**config.mk**
```make
export PLATFORM = sky130hd
export DESIGN_NAME = led_panel_driver
export DESIGN_NICKNAME = d
export VERILOG_FILES = /design/src/rtl/led_panel_pkg.sv /design/src/rtl/led_stretcher.sv /design/src/rtl/led_panel_driver.sv
export SDC_FILE = /design/constraint.sdc
export NUM_CORES = 1
export LEC_CHECK = 0
export ABC_AREA = 1
export CAP_MARGIN = 25
export CELL_PAD_IN_SITES_DETAIL_PLACEMENT = 0
export CELL_PAD_IN_SITES_GLOBAL_PLACEMENT = 1
export CORE_ASPECT_RATIO = 0.5
export CORE_MARGIN = 3
export CORE_UTILIZATION = 50
export DETAILED_ROUTE_END_ITERATION = 7
export DONT_BUFFER_PORTS = 1
export GPL_ROUTABILITY_DRIVEN = 0
export PLACE_DENSITY = 0.78
export SYNTH_ARGS = -nofsm -noshare
export SYNTH_HDL_FRONTEND = slang
export SYNTH_HIERARCHICAL = 1
export SYNTH_SLANG_ARGS = --single-unit
export TNS_END_PERCENT = 30
```
**constraint.sdc**
```tcl
create_clock -name clk -period 7.98 [get_ports clk]
set_input_delay 1.596 -clock clk [delete_from_list [all_inputs] [get_ports clk]]
set_output_delay 1.596 -clock clk [all_outputs]
set_load 0.1 [all_outputs]
```
**src/rtl/led_panel_pkg.sv**
```systemverilog
// Shared constants for the front-panel lamp driver: default geometry, counter
// width helper and the channel numbering of the named relay-computer signals.
package led_panel_pkg;

  localparam int DEF_N_CH        = 64;
  localparam int DEF_COLS        = 8;
  localparam int DEF_STRETCH_CYC = 4;
  localparam int DEF_ROW_DWELL   = 16;

  // Bits needed to hold 0..max_val; never less than one bit.
  function automatic int count_width(input int max_val);
    return (max_val < 1) ? 1 : $clog2(max_val + 1);
  endfunction

  // Instruction register bits, row 0.
  localparam int CH_INST0 = 0;
  localparam int CH_INST1 = 1;
  localparam int CH_INST2 = 2;
  localparam int CH_INST3 = 3;
  localparam int CH_INST4 = 4;
  localparam int CH_INST5 = 5;
  localparam int CH_INST6 = 6;
  localparam int CH_INST7 = 7;

  // Clock pulses pA..pT; there is no pP on the machine, so pQ follows pO.
  localparam int CH_PA = 8;
  localparam int CH_PB = 9;
  localparam int CH_PC = 10;
  localparam int CH_PD = 11;
  localparam int CH_PE = 12;
  localparam int CH_PF = 13;
  localparam int CH_PG = 14;
  localparam int CH_PH = 15;
  localparam int CH_PI = 16;
  localparam int CH_PJ = 17;
  localparam int CH_PK = 18;
  localparam int CH_PL = 19;
  localparam int CH_PM = 20;
  localparam int CH_PN = 21;
  localparam int CH_PO = 22;
  localparam int CH_PQ = 23;
  localparam int CH_PR = 24;
  localparam int CH_PS = 25;
  localparam int CH_PT = 26;

  // Register load / select strobes and ALU function lines.
  localparam int CH_LD_A  = 32;
  localparam int CH_LD_B  = 33;
  localparam int CH_LD_C  = 34;
  localparam int CH_LD_D  = 35;
  localparam int CH_SEL_A = 40;
  localparam int CH_SEL_B = 41;
  localparam int CH_SEL_C = 42;
  localparam int CH_SEL_D = 43;
  localparam int CH_F1    = 48;
  localparam int CH_F2    = 49;
  localparam int CH_F3    = 50;

endpackage

```
**src/rtl/led_stretcher.sv**
```systemverilog
// One lamp channel: stretches any sampled-high input to at least STRETCH_CYC
// clocks of on-time so single-clock pulses remain visible on the panel.
module led_stretcher
  import led_panel_pkg::*;
#(
  parameter int STRETCH_CYC = DEF_STRETCH_CYC
) (
  input  logic clk,
  input  logic reset,
  input  logic din,
  output logic lit
);

  localparam int CW = count_width(STRETCH_CYC);

  logic [CW-1:0] cnt;

  // A high input always reloads, so a retrigger mid-count leaves no gap.
  always_ff @(posedge clk or posedge reset) begin
    if (reset) begin
      cnt <= '0;
    end else if (din) begin
      cnt <= CW'(STRETCH_CYC);
    end else if (cnt != '0) begin
      cnt <= cnt - CW'(1);
    end
  end

  assign lit = (cnt != '0);

endmodule

```
**src/rtl/led_panel_driver.sv**
```systemverilog
// Front-panel lamp driver: per-channel pulse stretchers, a freezable snapshot
// and a row-scanned LED matrix with a blank clock at the start of every row.
module led_panel_driver
  import led_panel_pkg::*;
#(
  parameter int N_CH        = DEF_N_CH,
  parameter int COLS        = DEF_COLS,
  parameter int STRETCH_CYC = DEF_STRETCH_CYC,
  parameter int ROW_DWELL   = DEF_ROW_DWELL,
  localparam int ROWS       = N_CH / COLS
) (
  input  logic            clk,
  input  logic            reset,
  input  logic [N_CH-1:0] ch_in,
  input  logic            freeze,
  input  logic            lamp_test,
  output logic [ROWS-1:0] row_en,
  output logic [COLS-1:0] col_drv,
  output logic            frame_start
);

  localparam int DW = count_width(ROW_DWELL - 1);
  localparam int RW = count_width(ROWS - 1);

  logic [N_CH-1:0]            lit;
  logic [N_CH-1:0]            snap;
  logic [ROWS-1:0][COLS-1:0]  snap_rows;
  logic [DW-1:0]              dwell_q;
  logic [RW-1:0]              row_q;
  logic                       dwell_last;
  logic                       row_last;
  logic                       blank;

  for (genvar i = 0; i < N_CH; i++) begin : g_ch
    led_stretcher #(
      .STRETCH_CYC(STRETCH_CYC)
    ) u_stretch (
      .clk  (clk),
      .reset(reset),
      .din  (ch_in[i]),
      .lit  (lit[i])
    );
  end

  // The stretchers keep running while frozen; only the displayed copy holds.
  always_ff @(posedge clk or posedge reset) begin
    if (reset) begin
      snap <= '0;
    end else if (!freeze) begin
      snap <= lit;
    end
  end

  // Channel i lands on row i/COLS, column i%COLS.
  assign snap_rows  = snap;
  assign dwell_last = (dwell_q == DW'(ROW_DWELL - 1));
  assign row_last   = (row_q == RW'(ROWS - 1));
  assign blank      = (dwell_q == '0);

  always_ff @(posedge clk or posedge reset) begin
    if (reset) begin
      dwell_q <= '0;
      row_q   <= '0;
    end else if (dwell_last) begin
      dwell_q <= '0;
      row_q   <= row_last ? '0 : row_q + RW'(1);
    end else begin
      dwell_q <= dwell_q + DW'(1);
    end
  end

  // Outputs are registered from the pre-edge scan position, so dwell 0 of
  // every row is an all-off clock between consecutive row selects.
  always_ff @(posedge clk or posedge reset) begin
    if (reset) begin
      row_en      <= '0;
      col_drv     <= '0;
      frame_start <= 1'b0;
    end else begin
      row_en      <= blank ? '0 : (ROWS'(1) << row_q);
      col_drv     <= blank ? '0 : (lamp_test ? '1 : snap_rows[row_q]);
      frame_start <= blank && (row_q == '0);
    end
  end

endmodule

```
Word-level counts from Yosys, hierarchy flattened:

Index checks and enable logic that the tools add are counted.

* output and inout bits: 17
* register bits after elaboration: 280
* word-level logic and storage cells: 406
* input bits: 68

* $lt $le $gt $ge: 1
* shift operators: 1
* multiplexer cells: 135
* add/subtract/negate cells: 66
* reductions and logical operators: 131
* eq/ne operators: 2

Operators with widths (number)
* $mux W3: 129
* $reduce_bool A3 Y1: 64
* $sub A3 B1 Y3 const B: 64
* $reduce_bool A2 Y1: 64
* $mux W8: 4
* $bmux W8 S3: 1
* $shl A1 B3 Y8 const A: 1
* $add A4 B1 Y4 const B: 1
* $eq A4 B4 Y1 const B: 1
* $logic_not A4 Y1: 1
* $lt A3 B4 Y1 const B: 1
* $mux W4: 1
* $add A3 B1 Y3 const B: 1
* $eq A3 B3 Y1 const B: 1
* $logic_not A3 Y1: 1
* $logic_and A1 B1 Y1: 1

Longest topological paths before layout:

* depth in word-level cells: 4
* gate-level depth with buffers: 9
* gate-level depth less buffers: 7

Cells and area by module:

Netlist, hierarchy kept.

Modules (own cells, without submodules)
* led_stretcher: times used 64, area each 177.7 µm², cells an instance 23, seq. area each 75.1 µm²
* led_panel_driver: times used 1, area each 4008.8 µm², cells an instance 355, seq. area each 2202.1 µm²

Least setup slack after synthesis:

Ideal clock, no wire load.

* path type: reg2out
* start point: reg col_drv[0]
* end point: out col_drv[0]
* data required time: 6.384 ns
* path slack: 5.501 ns
* path buffers: 0
* arrival time: 0.883 ns
* cell stages (with the launch flop): 1
* cells stage by stage: dfrtp_1

RTL lines
* start, declared: RTL line led_panel_driver.sv:18 `output logic [COLS-1:0] col_drv,`
* start signal, assigned: RTL line led_panel_driver.sv:81 `col_drv <= blank ? '0 : (lamp_test ? '1 : snap_rows[row_q]);`

No word-level cell between the ends.

Worst setup path after layout:

* start point: reg frame_start
* end point: out frame_start

RTL lines
* start, declared: RTL line led_panel_driver.sv:19 `output logic frame_start`
* start signal, assigned: RTL line led_panel_driver.sv:82 `frame_start <= blank && (row_q == '0);`

No word-level cell between the ends.

==> flow_metrics.py <==
metrics = {
    "cells_and_area": {
        "final_nets": 2044,
        "multi_input_area_sq_mm": 0.00664,
        "fin_area_sq_mm": 0.0166,
        "drive_gt1_share_pct": 13.5,
        "fin_cells": 2251,
        "layout_common_cells": "inv_1, nand2_1, dfrtp_1, nor2_1, nand3_1",
        "area_growth_pct": 8.18,
        "diodes": 0,
        "final_core_util_pct": 56.2,
        "seq_area_sq_mm": 0.00701,
        "final_common_cell": "inv_1",
        "nFillCells": 2623,
    },
    "synthesis": {
        "yosysUniqueCellTypes": 21,
        "synthAdderAreaFrac_pct": 11.1,
        "syn-num-nets": 2031,
        "synth.mux.area_fraction_pct": 4.69,
        "synth_compound_area_share_pct": 0.130,
        "ys_seq_area_share_pct": 45.6,
        "postSynthCellCount": 1827,
        "ys_async_sr_fraction_pct": 100,
        "yosys_most_used_dff": "dfrtp_1",
        "synth-edff-count": 0,
        "syn_area_sq_mm": 0.0154,
        "synth-seq-cells": 280,
        "synth-xor-area-share_pct": 0.0569,
        "synth_warnings": 6,
        "synth_top_family_by_area": "simple AND/OR/NAND/NOR gates",
        "syn_avg_cell_area_sq_um": 8.42,
        "synthSimpleGateAreaFrac_pct": 27.2,
    },
    "global_route": {
        "grt_pass1_vias": 11566,
        "antenna_found_initial": 1,
        "grt_usage_pct": 20.4,
        "grt-ovfl-total": 0,
        "grt_pass1_wl_um": 54800,
        "grt_max_degree": 86,
    },
    "sta": {
        "timing.slew.headroom_pct": 41.4,
        "worstMarginPinSlew_ns": 0.880,
        "worst_slack_ns": 4.93,
        "slew_violations": 0,
        "min_period_ns": 3.05,
        "rsz0062_at_grt": "false",
        "clock.fmax_mhz": 328,
        "skew_ns": 0.00808,
        "setup_viol_count_final": 0,
        "hold_viol": 0,
        "tns_ns": 0,
        "post-route-period-util_pct": 38.2,
    },
    "clock_network": {
        "cts_max_level": 1,
        "cts_root_buf": "clkbuf_16",
        "cts_tree": "done",
        "postCtsSetupRepairBufs": 0,
        "clock-sinks": 280,
        "cts-resized-gates": 0,
        "hold_buffers": 0,
        "numCtsBuffers": 27,
        "clk_pin_slew_worst_paths_ns": 0.07,
        "clk_latency_ns": 0.54,
        "cts_buffer_depth": 3,
    },
    "setup_path": {
        "critical_path_class": "flop to primary output",
        "start_kind": "flop",
        "cp-end-kind": "primary output",
        "crit_fanout": 1,
        "cp.arrival_ns": 1.45,
        "critPathRequiredTime_ns": 6.38,
    },
    "routing": {
        "post-route-drc-count": 0,
        "wl_met2_um": 14900,
        "wl_um": 32600,
        "antenna_left": 0,
        "wirelength_met1_um": 15600,
        "drt_iter0_drc": 793,
        "wl_per_cell_um": 14.5,
        "via_per_inst": 5.13,
        "num_vias": 11546,
        "route.met3.wl_um": 1470,
        "highest_layer": "met4",
        "dr.pass1.iters": 5,
    },
    "power_and_ir_drop": {
        "p_int_uw": 3520,
        "clock_power_share_pct": 23.4,
        "switching_share_pct": 38.3,
        "vdd_drop_max_v": 0.000156,
        "leakagePower_uw": 0.00878,
        "p_per_area_mw_per_mm2": 343,
        "switchingPower_uw": 2180,
        "p_seq_share_pct": 38.9,
        "combPwrFrac_pct": 37.7,
    },
    "place": {
        "dp_worst_setup_slack_ns": 5.31,
        "place_area_sq_mm": 0.0157,
        "place_hpwl_um": 24400,
        "placed_cells": 2201,
        "portBuffers": 0,
    },
    "floorplan": {
        "num_rows": 44,
        "io_pins": 85,
        "initial_core_util_pct": 51.9,
        "dieArea_sq_mm": 0.0330,
        "fp.dieW_um": 254,
        "core_area_sq_mm": 0.0296,
        "die_height_um": 130,
    },
    "job": {
        "cap_violations": 0,
    },
    "run_status": {
        "status": "finished, final reports clean",
    },
    "hold_path": {
        "worstHoldPathType": "flop to flop",
    },
}
-- sequential cells by signal, indices dropped and copies added (netlist names) --
| name | count |
|---|---|
| col_drv | 8 |
| row_en | 8 |
| dwell_q | 4 |
| g_ch.u_stretch/cnt | 192 |
| row_q | 3 |
| snap | 64 |
| frame_start | 1 |
-- per-layer routing --
metal / track usage (%) / up-vias
met3: 3.49 / 46
met5: 0 / -
li1: - / 5756
met1: 27.7 / 5556
met2: 34.6 / 188
met4: 4.54 / 0
-- logic make-up (layout without fill, tap and decap cells) --
family          Yosys count  count (layout)
mux                      64              64
simple gates            915             915
compound gates            4               4
xor+xnor                  1               1
buf+inv                 427             460
fa+ha+maj               136             136
flops                   280             280
-- layout make-up --
| class | count | area share [%] |
|---|---|---|
| clock buffers | 37 | 4.71 |
| clock inverters | 12 | 0.812 |
| inverters | 408 | 9.28 |
| multi-input cells | 1120 | 39.9 |
| flip-flops and latches | 280 | 42.1 |
| well taps | 391 | 2.94 |
| repair buffers | 3 | 0.256 |
-- path summary, 6_finish.rpt --
kind	depth (start not counted)	endpoint	startpoint	slack (ns)
min in group asynchronous	1	g_ch[13].u_stretch/cnt[1]	reset	0.81
max reg2reg	8	col_drv[6]	row_q[0]	6.02
min reg2reg	1	snap[49]	snap[49]	0.51
max in group asynchronous	3	snap[5]	reset	6.34
max	0	frame_start	frame_start	4.93
min	1	snap[49]	snap[49]	0.51
-- synth_stat cells (6+ instances only) --
cell type / count / area share [%]
nand3_1: 188 / 6.1
nand4_1: 128 / 5.2
dfrtp_1: 280 / 46
nand2_1: 329 / 8.0
buf_6: 13 / 0.95
nor2_1: 194 / 4.7
inv_1: 341 / 8.3
ha_1: 136 / 11
mux2_2: 64 / 4.7
nor3_1: 6 / 0.20
nand2_2: 67 / 2.7
inv_2: 65 / 1.6
-- stage by stage --
| step | total power [uW] | hold WS (ns) |
|---|---|---|
| after floorplan | 3870 | 0.458 |
| after global placement | 4190 | 0.480 |
| after detailed placement | 4370 | 0.489 |
| after CTS | 5750 | 0.502 |
| after global routing | 6230 | 0.514 |
| final | 5700 | 0.510 |
-- power by group through the flow --
stage               Sequential [uW]  Clock, uW  Combinational [uW]
finish                         2220       1330                2150
global route                   2280       1430                2510
CTS                            2220       1380                2150
detailed placement             2240          0                2140
global placement               2210          0                1980
floorplan                      2160          0                1710
No activity file was read; power rests on OpenSTA's default activity.
==> RTL edit: new RTL, same settings <==
Reset style: synchronous (`reset`), changed in 4 clocked blocks.
--- a/src/rtl/led_stretcher.sv
+++ b/src/rtl/led_stretcher.sv
@@ -16,7 +16,7 @@
   logic [CW-1:0] cnt;
 
   // A high input always reloads, so a retrigger mid-count leaves no gap.
-  always_ff @(posedge clk or posedge reset) begin
+  always_ff @(posedge clk) begin
     if (reset) begin
       cnt <= '0;
     end else if (din) begin
--- a/src/rtl/led_panel_driver.sv
+++ b/src/rtl/led_panel_driver.sv
@@ -43,7 +43,7 @@
   end
 
   // The stretchers keep running while frozen; only the displayed copy holds.
-  always_ff @(posedge clk or posedge reset) begin
+  always_ff @(posedge clk) begin
     if (reset) begin
       snap <= '0;
     end else if (!freeze) begin
@@ -57,7 +57,7 @@
   assign row_last   = (row_q == RW'(ROWS - 1));
   assign blank      = (dwell_q == '0);
 
-  always_ff @(posedge clk or posedge reset) begin
+  always_ff @(posedge clk) begin
     if (reset) begin
       dwell_q <= '0;
       row_q   <= '0;
@@ -71,7 +71,7 @@
 
   // Outputs are registered from the pre-edge scan position, so dwell 0 of
   // every row is an all-off clock between consecutive row selects.
-  always_ff @(posedge clk or posedge reset) begin
+  always_ff @(posedge clk) begin
     if (reset) begin
       row_en      <= '0;
       col_drv     <= '0;
Behaviour: differs if reset is asserted again (counterexample within 4 cycles, from zero or initial values and one cycle with reset high); with reset held inactive, the same outputs for 4 cycles.
==> RTL edit against the original RTL <==
Setup slack got worse by 0.10 ns; critical path depth did not move; sequential share of layout area fell by 7.3 points; sequential cell count did not move; hold slack got worse by 0.053 ns; utilization rose by 0.44 points; synthesized area fell by 3.4%; design area fell by 3.2%; synthesized cell count rose by 18%; wire length fell by 17%; register-to-register slack got worse by 0.19 ns; highest routed layer unchanged.
Power is not compared: it rests on default switching activity, and its combinational part moved more than twofold at a synthesized area within 25%.
==> RTL edit: results (changes against the original RTL) <==
outcome: "finished clean"
cts_buffers: 27  # unchanged
skew_ns: 0.00991  # +0.00183 ns
hpwl_microns: 19000  # -22%
yosysSeqAreaShare_pct: 37.7  # -7.8 points
min_path_type: "flop to flop"
clk_pin_slew_worst_paths_ns: 0.07  # about the same
num_antenna_cells: 0  # unchanged
synthXorXnorAreaFrac_pct: 0.0590  # +0.0020 points
synth-compound-area-share_pct: 7.66  # +7.5 points
hold_depth: 2  # +1
drt-wirelength-per-cell_microns: 10.6  # -27%
syn-num-nets: 2428  # +20%
htreeDepth: 1  # unchanged
cts.repair.resized: 0  # unchanged
post_cts_buffers: 0  # unchanged
io_buffers: 0  # unchanged
antenna_found_initial: 0  # -1
grt_pass1_wl_microns: 47100  # -14%
synth.top_cells.by_count: "604 x nor2_1, 489 x inv_1, 280 x dfxtp_1"
cp_max_fo: 1  # unchanged
largest_registers: "g_ch.u_stretch/cnt (192), snap (64)"
muxShareOfSynthArea_pct: 0  # -4.7 points
synth_area_leaders: "dfxtp_1 38%, ha_1 17%, nor2_1 15%"
grt_usage_pct: 17.2  # -3.1 points
dp_slack_ns: 4.59  # -0.718 ns
grt_max_degree: 133  # +55%
clock_path_buffers: 3  # unchanged
grt_pass1_vias: 10375  # -10%
drive_gt1_share_pct: 5.23  # -8.3 points
vias: 11245  # -2.6%
synthDistinctLibCells: 21  # unchanged
postSynth.asyncResetShare_pct: 0  # -100 points
worst_ep_arrival_time_ns: 1.56  # +0.11 ns
reg2reg_depth: 8  # unchanged
drt_iter0_markers: 479  # -40%
max_slew_margin_pct: 29.9  # -11 points
clock_latency_ns: 0.53
synth-edff-count: 0  # unchanged
yosys_warnings: 6  # unchanged
p_leak_nw: 8.44
ir_drop_v: 0.000148
clockRootBuffer: "clkbuf_16"
drt-pass1-iter-count: 4  # -1
synthAdderAreaFrac_pct: 16.8  # +5.7 points
## RTL edit: path summary, 6_finish.rpt
check | start | to | slack, ns
worst min register to register | snap[34] | snap[34] | 0.46
worst min-delay path | snap[34] | snap[34] | 0.46
worst max register to register | row_q[0] | col_drv[1] | 5.83
worst max-delay path | col_drv[2] | col_drv[2] | 4.83
## RTL edit: final cells by class
cell class                 instances  area, sq um
multi-input combinational       1292         6960
fill                            2857        12300
inverter                         557         2100
clock inverter                     9          150
timing repair buffer               2         15.0
tap                              382          478
sequential                       280         5610
clock buffer                      39          811
## RTL edit: logic make-up after synthesis
kind of cell | Yosys count
buffers and inverters | 589
AO/OA/AOI/OAI | 226
XOR/XNOR | 1
adder cells (fa/ha/maj) | 199
AND/OR/NAND/NOR | 866
flip-flops | 280
## RTL edit: stage by stage
stage | instances | cell area [sq um]
after global routing | 2561 | 16100
after floorplan | 2161 | 14900
after CTS | 2561 | 16100
after detailed placement | 2513 | 15200
after global placement | 2513 | 15200
final | 2561 | 16100
## RTL edit: power by group
| group | total (mW) | switching (mW) | internal, mW |
|---|---|---|---|
| Combinational | 0.522 | 0.329 | 0.194 |
| Clock | 1.38 | 0.546 | 0.832 |
| Sequential | 1.60 | 0.0931 | 1.51 |
| Total | 3.50 | 0.968 | 2.54 |
## RTL edit: metal layers
| metal | track usage, % | part of all wire, % | vias up | wire length (microns) |
|---|---|---|---|---|
| met5 | 0 | 0 | - | 0 |
| met4 | 3.03 | 1.4 | 0 | 392 |
| met3 | 3.06 | 3.0 | 27 | 811 |
| met2 | 30.2 | 44 | 72 | 11900 |
| met1 | 22.7 | 52 | 4821 | 14000 |
| li1 | - | - | 6325 | - |
